**config.mk**
```make
export PLATFORM = sky130hd
export DESIGN_NAME = filter_seq_ctrl_flat
export DESIGN_NICKNAME = d
export VERILOG_FILES = /design/src/rtl/filter_seq_pkg.sv /design/src/rtl/filter_seq_ctrl_if.sv /design/src/rtl/filter_seq_ctrl_tap_counter.sv /design/src/rtl/filter_seq_ctrl.sv /design/src/flat_wrapper.sv
export SDC_FILE = /design/constraint.sdc
export NUM_CORES = 1
export LEC_CHECK = 0
export BUFFER_PORTS_ARGS = -buffer_cell sky130_fd_sc_hd__buf_4
export CAP_MARGIN = 0
export CORE_AREA = 10 10 47 49
export CTS_BUF_LIST = sky130_fd_sc_hd__clkbuf_4
export DETAILED_ROUTE_END_ITERATION = 6
export DIE_AREA = 0 0 57 59
export PLACE_DENSITY = 0.39
export SLEW_MARGIN = 20
export SYNTH_ARGS = -nofsm -noshare
export SYNTH_HDL_FRONTEND = slang
export SYNTH_SLANG_ARGS = --single-unit
```
**constraint.sdc**
```tcl
create_clock -name clk -period 1.7 [get_ports clk]
set_input_delay 0.085 -clock clk [delete_from_list [all_inputs] [get_ports clk]]
set_output_delay 0.085 -clock clk [all_outputs]
set_load 0.005 [all_outputs]
```
**src/rtl/filter_seq_pkg.sv**
```systemverilog
// rtl/filter_seq_pkg.sv - shared types and constants for the filter sequencing controller
package filter_seq_pkg;

  localparam int STATE_W      = 3;
  localparam int DEFAULT_TAPS = 3;
  localparam int OVR_CNT_W    = 8;

  typedef enum logic [STATE_W-1:0] {
    IDLE  = 3'd0,
    LOAD  = 3'd1,
    CLR   = 3'd2,
    MAC   = 3'd3,
    STORE = 3'd4
  } state_t;

endpackage

```
**src/rtl/filter_seq_ctrl_if.sv**
```systemverilog
// rtl/filter_seq_ctrl_if.sv - strobe/enable bundle between controller and filter datapath (OVERRUN_CNT_EN adds ovr_cnt)
interface filter_seq_ctrl_if #(
  parameter int IDX_W = 2
);
  import filter_seq_pkg::*;

  logic             start;
  logic             ovr_clr;
  logic             en_in;
  logic             en_shift;
  logic             acc_clr;
  logic             en_acc;
  logic [IDX_W-1:0] tap_idx;
  logic             en_out;
  logic             done;
  logic             busy;
  logic             overrun;
`ifdef OVERRUN_CNT_EN
  logic [OVR_CNT_W-1:0] ovr_cnt;
`endif

  modport master (
    input  start, ovr_clr,
`ifdef OVERRUN_CNT_EN
    output ovr_cnt,
`endif
    output en_in, en_shift, acc_clr, en_acc, tap_idx, en_out, done, busy, overrun
  );

  modport slave (
    output start, ovr_clr,
`ifdef OVERRUN_CNT_EN
    input  ovr_cnt,
`endif
    input  en_in, en_shift, acc_clr, en_acc, tap_idx, en_out, done, busy, overrun
  );

endinterface

```
**src/rtl/filter_seq_ctrl_tap_counter.sv**
```systemverilog
// rtl/filter_seq_ctrl_tap_counter.sv - tap index counter with clear, increment and terminal count
module tap_counter #(
  parameter int TAPS  = 3,
  parameter int IDX_W = 2
) (
  input  logic             clk,
  input  logic             rst,
  input  logic             clr,
  input  logic             inc,
  output logic [IDX_W-1:0] value,
  output logic             tc
);

  localparam logic [IDX_W-1:0] LAST = IDX_W'(TAPS - 1);

  always_ff @(posedge clk) begin
    if (rst || clr) begin
      value <= '0;
    end else if (inc) begin
      value <= value + 1'b1;
    end
  end

  assign tc = (value == LAST);

endmodule

```
**src/rtl/filter_seq_ctrl.sv**
```systemverilog
// rtl/filter_seq_ctrl.sv - load/shift/clear/MAC/store enable sequencer (OVERRUN_CNT_EN adds dropped-start counter)
module filter_seq_ctrl
  import filter_seq_pkg::*;
#(
  parameter int TAPS  = DEFAULT_TAPS,
  parameter int IDX_W = 2
) (
  input  logic              clk,
  input  logic              rst,
  filter_seq_ctrl_if.master bus
);

  state_t           state;
  state_t           state_nx;
  logic [IDX_W-1:0] tap_cnt;
  logic             tap_tc;
  logic             drop;
  logic             overrun_q;

  always_ff @(posedge clk) begin
    if (rst) begin
      state <= IDLE;
    end else begin
      state <= state_nx;
    end
  end

  always_comb begin
    state_nx     = state;
    bus.en_in    = 1'b0;
    bus.en_shift = 1'b0;
    bus.acc_clr  = 1'b0;
    bus.en_acc   = 1'b0;
    bus.en_out   = 1'b0;
    bus.done     = 1'b0;
    bus.busy     = 1'b1;
    case (state)
      IDLE: begin
        bus.busy = 1'b0;
        if (bus.start) state_nx = LOAD;
      end
      LOAD: begin
        bus.en_in    = 1'b1;
        bus.en_shift = 1'b1;
        state_nx     = CLR;
      end
      CLR: begin
        bus.acc_clr = 1'b1;
        state_nx    = MAC;
      end
      MAC: begin
        bus.en_acc = 1'b1;
        if (tap_tc) state_nx = STORE;
      end
      STORE: begin
        bus.en_out = 1'b1;
        bus.done   = 1'b1;
        state_nx   = bus.start ? LOAD : IDLE;
      end
      default: begin
        bus.busy = 1'b0;
        state_nx = IDLE;
      end
    endcase
  end

  // Counter is held at zero outside MAC and wraps to zero on the last tap.
  tap_counter #(
    .TAPS  (TAPS),
    .IDX_W (IDX_W)
  ) u_tap_counter (
    .clk   (clk),
    .rst   (rst),
    .clr   ((state != MAC) || tap_tc),
    .inc   (state == MAC),
    .value (tap_cnt),
    .tc    (tap_tc)
  );

  assign bus.tap_idx = tap_cnt;

  assign drop = bus.start && ((state == LOAD) || (state == CLR) || (state == MAC));

  always_ff @(posedge clk) begin
    if (rst) begin
      overrun_q <= 1'b0;
    end else if (drop) begin
      overrun_q <= 1'b1;
    end else if (bus.ovr_clr) begin
      overrun_q <= 1'b0;
    end
  end

  assign bus.overrun = overrun_q;

`ifdef OVERRUN_CNT_EN
  logic [OVR_CNT_W-1:0] ovr_cnt_q;

  always_ff @(posedge clk) begin
    if (rst) begin
      ovr_cnt_q <= '0;
    end else if (drop) begin
      if (bus.ovr_clr) begin
        ovr_cnt_q <= OVR_CNT_W'(1);
      end else if (ovr_cnt_q != {OVR_CNT_W{1'b1}}) begin
        ovr_cnt_q <= ovr_cnt_q + 1'b1;
      end
    end else if (bus.ovr_clr) begin
      ovr_cnt_q <= '0;
    end
  end

  assign bus.ovr_cnt = ovr_cnt_q;
`endif

endmodule

```
**src/flat_wrapper.sv**
```systemverilog
// flat-port wrapper written by rule: the top's interface ports become plain ports
module filter_seq_ctrl_flat import filter_seq_pkg::*;
#(
  parameter int TAPS  = DEFAULT_TAPS,
  parameter int IDX_W = 2
)
  (clk, rst, bus_start, bus_ovr_clr, bus_en_in, bus_en_shift, bus_acc_clr, bus_en_acc, bus_tap_idx, bus_en_out, bus_done, bus_busy, bus_overrun);
  filter_seq_ctrl_if #(.IDX_W(IDX_W)) bus_i ();
  input  logic clk;
  input  logic rst;
  input wire logic [$bits(bus_i.start)-1:0] bus_start;
  input wire logic [$bits(bus_i.ovr_clr)-1:0] bus_ovr_clr;
  output wire logic [$bits(bus_i.en_in)-1:0] bus_en_in;
  output wire logic [$bits(bus_i.en_shift)-1:0] bus_en_shift;
  output wire logic [$bits(bus_i.acc_clr)-1:0] bus_acc_clr;
  output wire logic [$bits(bus_i.en_acc)-1:0] bus_en_acc;
  output wire logic [$bits(bus_i.tap_idx)-1:0] bus_tap_idx;
  output wire logic [$bits(bus_i.en_out)-1:0] bus_en_out;
  output wire logic [$bits(bus_i.done)-1:0] bus_done;
  output wire logic [$bits(bus_i.busy)-1:0] bus_busy;
  output wire logic [$bits(bus_i.overrun)-1:0] bus_overrun;
  assign bus_i.start = bus_start;
  assign bus_i.ovr_clr = bus_ovr_clr;
  assign bus_en_in = bus_i.en_in;
  assign bus_en_shift = bus_i.en_shift;
  assign bus_acc_clr = bus_i.acc_clr;
  assign bus_en_acc = bus_i.en_acc;
  assign bus_tap_idx = bus_i.tap_idx;
  assign bus_en_out = bus_i.en_out;
  assign bus_done = bus_i.done;
  assign bus_busy = bus_i.busy;
  assign bus_overrun = bus_i.overrun;
  filter_seq_ctrl #(.TAPS(TAPS), .IDX_W(IDX_W)) u_core (.clk(clk), .rst(rst), .bus(bus_i));
endmodule
```
### After elaboration in Yosys (flattened, before gate mapping)

Index checks and enable logic that the tools add are counted.

* $add $sub $neg: 1
* equal/unequal tests: 8
* muxes and demuxes: 11
* reduce and logical (&&, ||, !) cells: 9

Operators by type and width (count)
* 3-bit one-hot mux with 5 select lines: 1
* 1-bit 2-to-1 mux: 8
* 3-bit by 2-bit equality test with 1-bit output, second input constant: 2
* 3-bit 2-to-1 mux: 2
* 1-bit logical OR: 4
* 4-bit OR reduction: 1
* 3-bit by 1-bit equality test with 1-bit output, second input constant: 1
* 3-bit equality test, second input constant: 1
* 3-bit logical NOT: 1
* 3-bit by 2-bit inequality test with 1-bit output, second input constant: 1
* 2-bit by 1-bit adder with 2-bit output, second input constant: 1
* 2-bit equality test, second input constant: 1
* 2-bit by 1-bit inequality test with 1-bit output, second input constant: 1
* 2-bit inequality test, second input constant: 1
* 2-bit AND reduction: 1
* 2-bit nonzero test: 1
* 1-bit logical AND: 1

* register bits: 6
* input port bits: 4
* logic and storage cells: 32

### Depth between registers and ports, before layout

Gate-level depths: netlist of run 1.

* depth in word-level cells: 5
* depth in mapped cells: 5
* depth with buffers taken out: 5

### By module

From an unflattened synthesis of run 1, not the netlist that was laid out.

* cell total of the unflattened synthesis: 32
* area total of the unflattened synthesis: 319.1 um^2

By module, submodules not included
* filter_seq_ctrl: times used 1, cells each 24, area each 225.2 um^2, seq. area each 80.1 um^2
* tap_counter: times used 1, cells each 8, area each 93.8 um^2, seq. area each 40.0 um^2

### Worst setup path after synthesis of run 1

No wires, ideal clock.

* path kind: register to register
* from: reg u_core.u_tap_counter.value[0]
* to: reg u_core.state[1]
* library setup time: 0.092 ns
* arrival: 0.938 ns
* data required time: 1.608 ns
* setup slack: 0.670 ns
* cell stages (with the launch flop): 5
* path buffers: 0
* path through: dfxtp_1 -> inv_1 -> ha_1 -> and3_2 -> nor4_1

* longest elaborated chain between the ends: 3

Ends and longest elaborated chain
* from (decl): RTL line filter_seq_ctrl_tap_counter.sv:10 `output logic [IDX_W-1:0] value,`
* from (signal assigned): RTL line filter_seq_ctrl_tap_counter.sv:20 `value <= value + 1'b1;`
* 2-bit equality test: RTL line filter_seq_ctrl_tap_counter.sv:24 `assign tc = (value == LAST);`
* 2-bit by 1-bit inequality test with 1-bit output (no line)
* 2-bit AND reduction (no line)
* to (signal assigned): RTL line filter_seq_ctrl.sv:24 `state <= state_nx;`
* to (decl): RTL line filter_seq_ctrl.sv:13 `state_t state;`

No other way between the ends.
A chain may end at the register's enable or synchronous reset.

### Worst setup path in the final report of run 1

* from: reg u_core.state[1]
* to: out bus_en_out

* longest elaborated chain between the ends: 2

Ends and longest elaborated chain
* 3-bit equality test: RTL line filter_seq_ctrl.sv:37 `case (state)`
* 1-bit 2-to-1 mux: RTL line filter_seq_ctrl.sv:37
* to (decl): RTL line flat_wrapper.sv:18 `output wire logic [$bits(bus_i.en_out)-1:0] bus_en_out;`

No other way between the ends.

==> Flow_metrics.wiki, run 1 <==
{| class="wikitable"
! Metric !! Value
|-
| Vias in the first global route || around 250
|-
| Sequential fraction of the synthesis area || 0.440
|-
| Cell at the root of the clock tree || sky130_fd_sc_hd__clkbuf_4
|-
| Vias per inst || roughly 4.2
|-
| Non-filler cells, final || between 50 and 60
|-
| H-tree depth reported by CTS || 1
|-
| Die X-Extent || 57 µm
|-
| Post-CTS Hold Fix Bufs || 0
|-
| Number of detailed-routing iterations run before antenna repair || 4
|-
| Maximum ir drop on the vdd rail || about 0.24 mV
|-
| # placed instances || 55
|-
| Worst-margin pin slew || between 300 and 400 ps
|-
| Clock sink count || 6
|-
| GR met3 Demand/Resource || 0.0279
|-
| Avg WL per Cell || between 10 and 15 µm
|-
| Most congested layer reported by global routing || met2
|-
| IO buf count || 13
|-
| Largest fanout of any net on the critical path || 6
|-
| Post-CTS resize count || 0
|-
| Final sum of negative setup slack || 0 ps
|-
| Final net count || between 40 and 50
|-
| Global-route met2 utilization || 0.0605
|-
| Final setup skew || about 1.6 ps
|-
| Starting utilization of the core area || 0.195
|-
| Worst path max stage delay || 340 ps
|-
| Number of max-capacitance violations reported || 0
|-
| Cell class contributing the biggest share of worst-path delay || simple AND/OR/NAND/NOR gates
|-
| Final Hold Violating Endpoints || 0
|-
| Number of buffers on the longest clock path || 2
|-
| RSZ-0062 raised after global routing || false
|-
| Clk_lat worst skew || 240 ps
|-
| CTS tree || yes
|-
| Number of fillers in the final layout || approximately 170
|-
| Setup violation total in the final timing report || 0
|-
| I/O pins || 14
|-
| Mean instance size in the synthesized netlist || ~9.4 µm²
|-
| Required time reported for the critical path endpoint || 1620 ps
|-
| Area of the die || between 3000 and 4000 µm²
|-
| Total wirelength of the detailed-routed design || roughly 680 µm
|-
| Arr. time, crit path || roughly 1200 ps
|-
| Number of rows created at floorplan || 14
|-
| Antenna-violating nets left || 0
|-
| Count of yosys warnings during synthesis || 0
|-
| Antenna violations before repair || 0
|-
| Count of final max-slew check failures || 0
|-
| Hold WC Path Type || input pin to flip-flop
|-
| Number of diodes || 0
|-
| Endpoint type of the worst setup path || output pin
|-
| Global-route track usage on met1 || 0.0464
|-
| Overflow left after global routing || 0
|-
| First-pass GRT wire length || 1110 µm
|-
| Standard cell core area || ~1400 µm²
|-
| Result of the run || finished clean
|-
| Weighted congestion reported at the end of routability-driven placement || slightly below 0.7
|-
| Cells after Synth || 29
|-
| Post-CTS Setup Repair Bufs || 0
|-
| Share of the clock period used by the worst path || 0.740
|-
| Power density over the cells || ~870 nW/µm²
|-
| Maximum clock rate || between 700 and 800 MHz
|-
| Min Tclk post-route || approximately 1300 ps
|-
| Critical path startpoint category || flip-flop
|-
| Post-synthesis cell area || 273 µm²
|-
| Leakage power figure || approximately 0.00018 µW
|-
| Remaining routing DRC violations || 0
|-
| Register bit total from synthesis || 6
|-
| Number of buffers and inverters on the critical path || 1
|-
| Layout Area Growth over Synthesis || 44.0%
|-
| Number of buffers created by CTS || 3
|-
| Share of final-layout standard cells stronger than drive strength 1 || 0.429
|-
| Pin count of the biggest net entering global routing || 9
|-
| Count of vias placed by the detailed router || 241
|-
| Critical Setup Path Class || flip-flop to output pin
|-
| Clock input transition at the sequential cells of the worst setup and hold paths || roughly 40 ps
|-
| Library cells used by synthesis || 16
|-
| Synthesized netlist net count || 34
|-
| Height of the die || approximately 59 µm
|-
| DR iter-0 viols || 7
|-
| Max transition margin || 0.791
|-
| Worst path cell trace || nor2_1 -> and2_2 -> buf_4
|-
| GR Util All Layers || 0.0458
|-
| HPWL after detailed placement || roughly 540 µm
|-
| Slowest cell on crit path || sky130_fd_sc_hd__dfxtp_1
|}
## where the power goes
| group | switching, µW | internal [µW] |
|---|---|---|
| Sequential | 7.60 | 149 |
| Clock | 49.8 | 79.8 |
| Combinational | 23.4 | 32.6 |
| Total | 80.8 | 261 |
## layer usage
metal | up-vias | wire [µm]
met1 | 105 | 329
met5 | - | 0
met2 | 8 | 308
met3 | 0 | 45
li1 | 128 | -
met4 | 0 | 0
## registers in the layout (all words and copies together), names as in the netlist
signal                      count
u_core.u_tap_counter.value      2
u_core.bus.overrun              1
u_core.state                    3
## area by class of cell
class	instances	area, µm²	share of cell area
Multi-Input combinational cell	18	125	0.318
Inverter	2	7.51	0.0191
Tap cell	16	20.0	0.0510
Timing Repair Buffer	13	97.6	0.248
Sequential cell	6	120	0.306
Clock buffer	3	22.5	0.0573
## cells in the mapped netlist
cell type	n	area share
sky130_fd_sc_hd__xnor2_1	1	0.032
sky130_fd_sc_hd__nor4_1	3	0.069
sky130_fd_sc_hd__or3b_1	1	0.032
sky130_fd_sc_hd__clkbuf_2	1	0.018
sky130_fd_sc_hd__buf_4	2	0.055
sky130_fd_sc_hd__nand2b_1	1	0.023
sky130_fd_sc_hd__and2_2	1	0.028
sky130_fd_sc_hd__a22oi_1	1	0.028
sky130_fd_sc_hd__nand3b_1	1	0.028
sky130_fd_sc_hd__inv_1	2	0.028
sky130_fd_sc_hd__a21oi_1	2	0.037
sky130_fd_sc_hd__dfxtp_1	6	0.44
sky130_fd_sc_hd__and3_2	1	0.028
sky130_fd_sc_hd__nor3b_1	3	0.083
sky130_fd_sc_hd__ha_1	1	0.046
sky130_fd_sc_hd__nor2_1	2	0.028
## per-stage QoR
| step | power [µW] | util | worst slack, ps | cell area, µm² | hold slack, ps |
|---|---|---|---|---|---|
| 3_5_place_dp | 215 | 0.264 | 590 | 370 | 304 |
| 6_report | 342 | 0.280 | 442 | 393 | 53.1 |
| 2_1_floorplan | 184 | - | 670 | 273 | 154 |
| 5_1_grt | 368 | 0.280 | 340 | 393 | 46.2 |
| 3_3_place_gp | 215 | 0.264 | 570 | 370 | 302 |
| 4_1_cts | 350 | 0.280 | 438 | 393 | 41.1 |
## path summary, 6_finish.rpt
| path | from | endpoint | slack [ps] | cells after the start |
|---|---|---|---|---|
| hold / removal | rst | u_core.bus.overrun | 50 | 2 |
| setup / recovery | u_core.state[1] | bus_en_out | 440 | 3 |
| hold reg to reg | u_core.u_tap_counter.value[0] | u_core.u_tap_counter.value[0] | 450 | 1 |
| setup reg to reg | u_core.u_tap_counter.value[0] | u_core.state[1] | 580 | 4 |
## cell usage in the layout (no fill, tap or decap)
master / instances
sky130_fd_sc_hd__a21oi_1: 2
sky130_fd_sc_hd__a22oi_1: 1
sky130_fd_sc_hd__and2_2: 1
sky130_fd_sc_hd__and3_2: 1
sky130_fd_sc_hd__buf_4: 13
sky130_fd_sc_hd__clkbuf_4: 3
sky130_fd_sc_hd__dfxtp_1: 6
sky130_fd_sc_hd__ha_1: 1
sky130_fd_sc_hd__inv_1: 2
sky130_fd_sc_hd__nand2b_1: 1
sky130_fd_sc_hd__nand3b_1: 1
sky130_fd_sc_hd__nor2_1: 2
sky130_fd_sc_hd__nor3b_1: 3
sky130_fd_sc_hd__nor4_1: 3
sky130_fd_sc_hd__or3b_1: 1
sky130_fd_sc_hd__xnor2_1: 1
## kinds of logic (layout without fill, tap and decap cells)
logic type,after synthesis,count (layout),share of synthesized area
and+or+nand+nor,13,13,0.317
adders and majority gates,1,1,0.0459
AOI/OAI and AO/OA,3,3,0.0642
DFF,6,6,0.440
xor gates and xnor gates,1,1,0.0321
buffers and inverters,5,18,0.101
Note: power is estimated with default switching activity, not from simulation.
==> inputs of run 2 (changes only) <==
Settings changed: PLACE_DENSITY 0.39 to 0.41.
Clock period 1.7 ns to 1 ns, I/O delays scaled along.
==> Flow_metrics.wiki, run 2 (same netlist as run 1, synthesis figures left out) <==
{| class="wikitable"
! Metric !! Value
|-
| Worst Reg-to-Reg Cells || 4 (unchanged)
|-
| Overflow left after global routing || 0 (unchanged)
|-
| R2r endpoint || u_core.u_tap_counter.value[1]
|-
| Vias in the first global route || 320 (+27%)
|-
| Number of rows created at floorplan || 14 (unchanged)
|-
| Avg WL per Cell || 13.5 µm (+15%)
|-
| Violated checks || negative setup slack
|-
| Standard cell core area || 1400 µm² (unchanged)
|-
| Share of final-layout standard cells stronger than drive strength 1 || 0.820 (+0.391)
|-
| Sw Share || 0.248 (+0.0112)
|-
| Setup WS post-layout || -86.1 ps (-528 ps)
|-
| Final sum of negative setup slack || -520 ps (-520 ps)
|-
| Power density over the cells || 1150 nW/µm² (+32%)
|-
| Worst Hold Path EP || u_core.state[2]
|-
| Cell at the root of the clock tree || sky130_fd_sc_hd__clkbuf_4
|-
| Post-CTS Hold Fix Bufs || 0 (unchanged)
|-
| Maximum clock rate || between 900 and 1000 MHz
|-
| CTS tree || yes
|-
| Share of the clock period used by the worst path || 1.09
|-
| Share of power burned in registers || 0.405 (-0.052)
|-
| Number of buffers created by CTS || 3 (unchanged)
|-
| Proportion of power drawn by combinational gates || 0.260 (+0.096)
|-
| Number of flip-flops under the largest register name || 3 (unchanged)
|-
| HPWL after detailed placement || 573 µm (+5.6%)
|-
| DR iter-0 viols || 0 (-7)
|-
| IO buf count || 13 (unchanged)
|-
| Count of final max-slew check failures || 0 (unchanged)
|-
| Number of buffers on the longest clock path || 2 (unchanged)
|-
| Commonest non-fill, non-tap cell in the layout || sky130_fd_sc_hd__buf_4
|-
| Endpoint type of the worst setup path || output pin
|-
| I/O pins || 14 (unchanged)
|-
| Non-filler cells, final || 66 (+14%)
|-
| Clock share of power || 0.335 (-0.044)
|-
| # placed instances || 60 (+9.1%)
|-
| Count of vias placed by the detailed router || 293 (+22%)
|-
| Max transition margin || 0.861 (+0.0697)
|-
| Count of cells along the worst hold path || 2 (unchanged)
|-
| GR Util All Layers || 0.0567 (+0.0109)
|-
| Hold_sp || rst
|-
| Hold WC Path Type || input pin to flip-flop
|-
| Clock sink count || 6 (unchanged)
|-
| Internal power consumption || 491 µW (+88%)
|-
| Vias per inst || 4.44 (+6.8%)
|-
| H-tree depth reported by CTS || 1 (unchanged)
|-
| Number of detailed-routing iterations run before antenna repair || 1 (-3)
|-
| Weighted congestion reported at the end of routability-driven placement || 0.649 (-4.2%)
|-
| Final Hold Violating Endpoints || 0 (unchanged)
|-
| Final setup skew || 0.378 ps (-1.25 ps)
|-
| Worst-margin pin slew || 207 ps (-105 ps)
|-
| Clock input transition at the sequential cells of the worst setup and hold paths || 40 ps (about the same)
|-
| Total wirelength of the detailed-routed design || 894 µm (+31%)
|-
| Required time reported for the critical path endpoint || 950 ps (-670 ps)
|-
| Largest fanout of any net on the critical path || 5 (-1)
|-
| Register containing the most flip-flops in the final layout || u_core.state
|-
| Clk_lat worst skew || 240 ps (about the same)
|-
| Register-to-register setup slack || -80 ps (-660 ps)
|-
| Final net count || 57 (+16%)
|-
| Leakage power figure || 0.000243 µW (+36%)
|-
| FF-to-FF Start || u_core.state[1]
|-
| Worst Setup Slack post-DPL || -28.0 ps (-618 ps)
|-
| Height of the die || 59 µm (unchanged)
|-
| Setup violation total in the final timing report || 9 (+9)
|-
| Reported net switching power || 161 µW (+100%)
|-
| Most frequent cells in the layout || sky130_fd_sc_hd__buf_4, sky130_fd_sc_hd__buf_6, sky130_fd_sc_hd__clkbuf_4, sky130_fd_sc_hd__dfxtp_2
|-
| Die X-Extent || 57 µm (unchanged)
|-
| Starting utilization of the core area || 0.195 (unchanged)
|-
| First-pass GRT wire length || 1420 µm (+28%)
|-
| Result of the run || finished, violations left
|-
| Area of the die || 3360 µm² (unchanged)
|-
| Antenna violations before repair || 0 (unchanged)
|-
| Layout Area Growth over Synthesis || 108%
|-
| Worst hold-check slack || 44.4 ps (-8.74 ps)
|-
| Antenna-violating nets left || 0 (unchanged)
|-
| Number of max-capacitance violations reported || 0 (unchanged)
|-
| Critical Setup Path Class || flip-flop to output pin
|-
| Maximum ir drop on the vdd rail || 0.541 mV (+130%)
|-
| Pin count of the biggest net entering global routing || 7 (-2)
|-
| Number of diodes || 0 (unchanged)
|-
| Critical path startpoint category || flip-flop
|-
| Remaining routing DRC violations || 0 (unchanged)
|-
| RSZ-0062 raised after global routing || true
|-
| Arr. time, crit path || 1040 ps (-130 ps)
|-
| Min Tclk post-route || about 1100 ps
|}
-- run 2: power by group through the flow --
stage | clock network [µW] | logic, µW | registers (µW)
finish | 219 | 170 | 264
global route | 248 | 183 | 265
CTS | 227 | 163 | 264
detailed placement | 0 | 125 | 263
global placement | 0 | 124 | 263
floorplan | 0 | 46.2 | 267
-- run 2: worst max-delay path by stage --
stage | slack (ps) | cells past startpoint | start | to
after detailed placement | -30 | 4 | u_core.u_tap_counter.value[0] | u_core.state[1]
after global placement | -5 | 4 | u_core.u_tap_counter.value[0] | u_core.state[1]
final | -90 | 4 | u_core.state[1] | bus_en_acc
after floorplan | 9 | 3 | u_core.state[1] | u_core.bus.overrun
after CTS | -100 | 3 | u_core.state[0] | bus_en_shift
after global routing | -150 | 3 | u_core.state[0] | bus_en_shift
-- run 2: what timing repair did --
action	in CTS	in global routing
resized for setup	20	7
endpoints found under the setup margin	8	13
pin swaps	6	4
buffers inserted	4	0
-- run 2: through the flow --
stage                     instance area (µm²)  utilization  power [µW]
final                                     568        0.405         652
after global routing                      568        0.405         697
after CTS                                 536        0.382         654
after detailed placement                  410        0.293         388
after global placement                    410        0.293         386
after floorplan                           275            -         314
-- run 2: layer usage --
metal / GRT usage / wire length (µm)
met5: 0 / 0
met4: 0.0403 / 0
met2: 0.0961 / 532
met3: 0.0279 / 42
met1: 0.0525 / 320
-- run 2: worst max-delay path, cell delays in order (launching register included) --
cell	delay, ps
sky130_fd_sc_hd__dfxtp_2	350
sky130_fd_sc_hd__buf_6	130
sky130_fd_sc_hd__nand3b_1	130
sky130_fd_sc_hd__inv_1	80
sky130_fd_sc_hd__buf_4	100
-- run 2: final cells by class --
cell class | count | area, µm²
Clock buffer | 3 | 22.5
Sequential cell | 6 | 128
Fill cell | 152 | 833
Tap cell | 16 | 20.0
Multi-Input combinational cell | 18 | 210
Timing Repair Buffer | 21 | 180
Inverter | 2 | 7.51
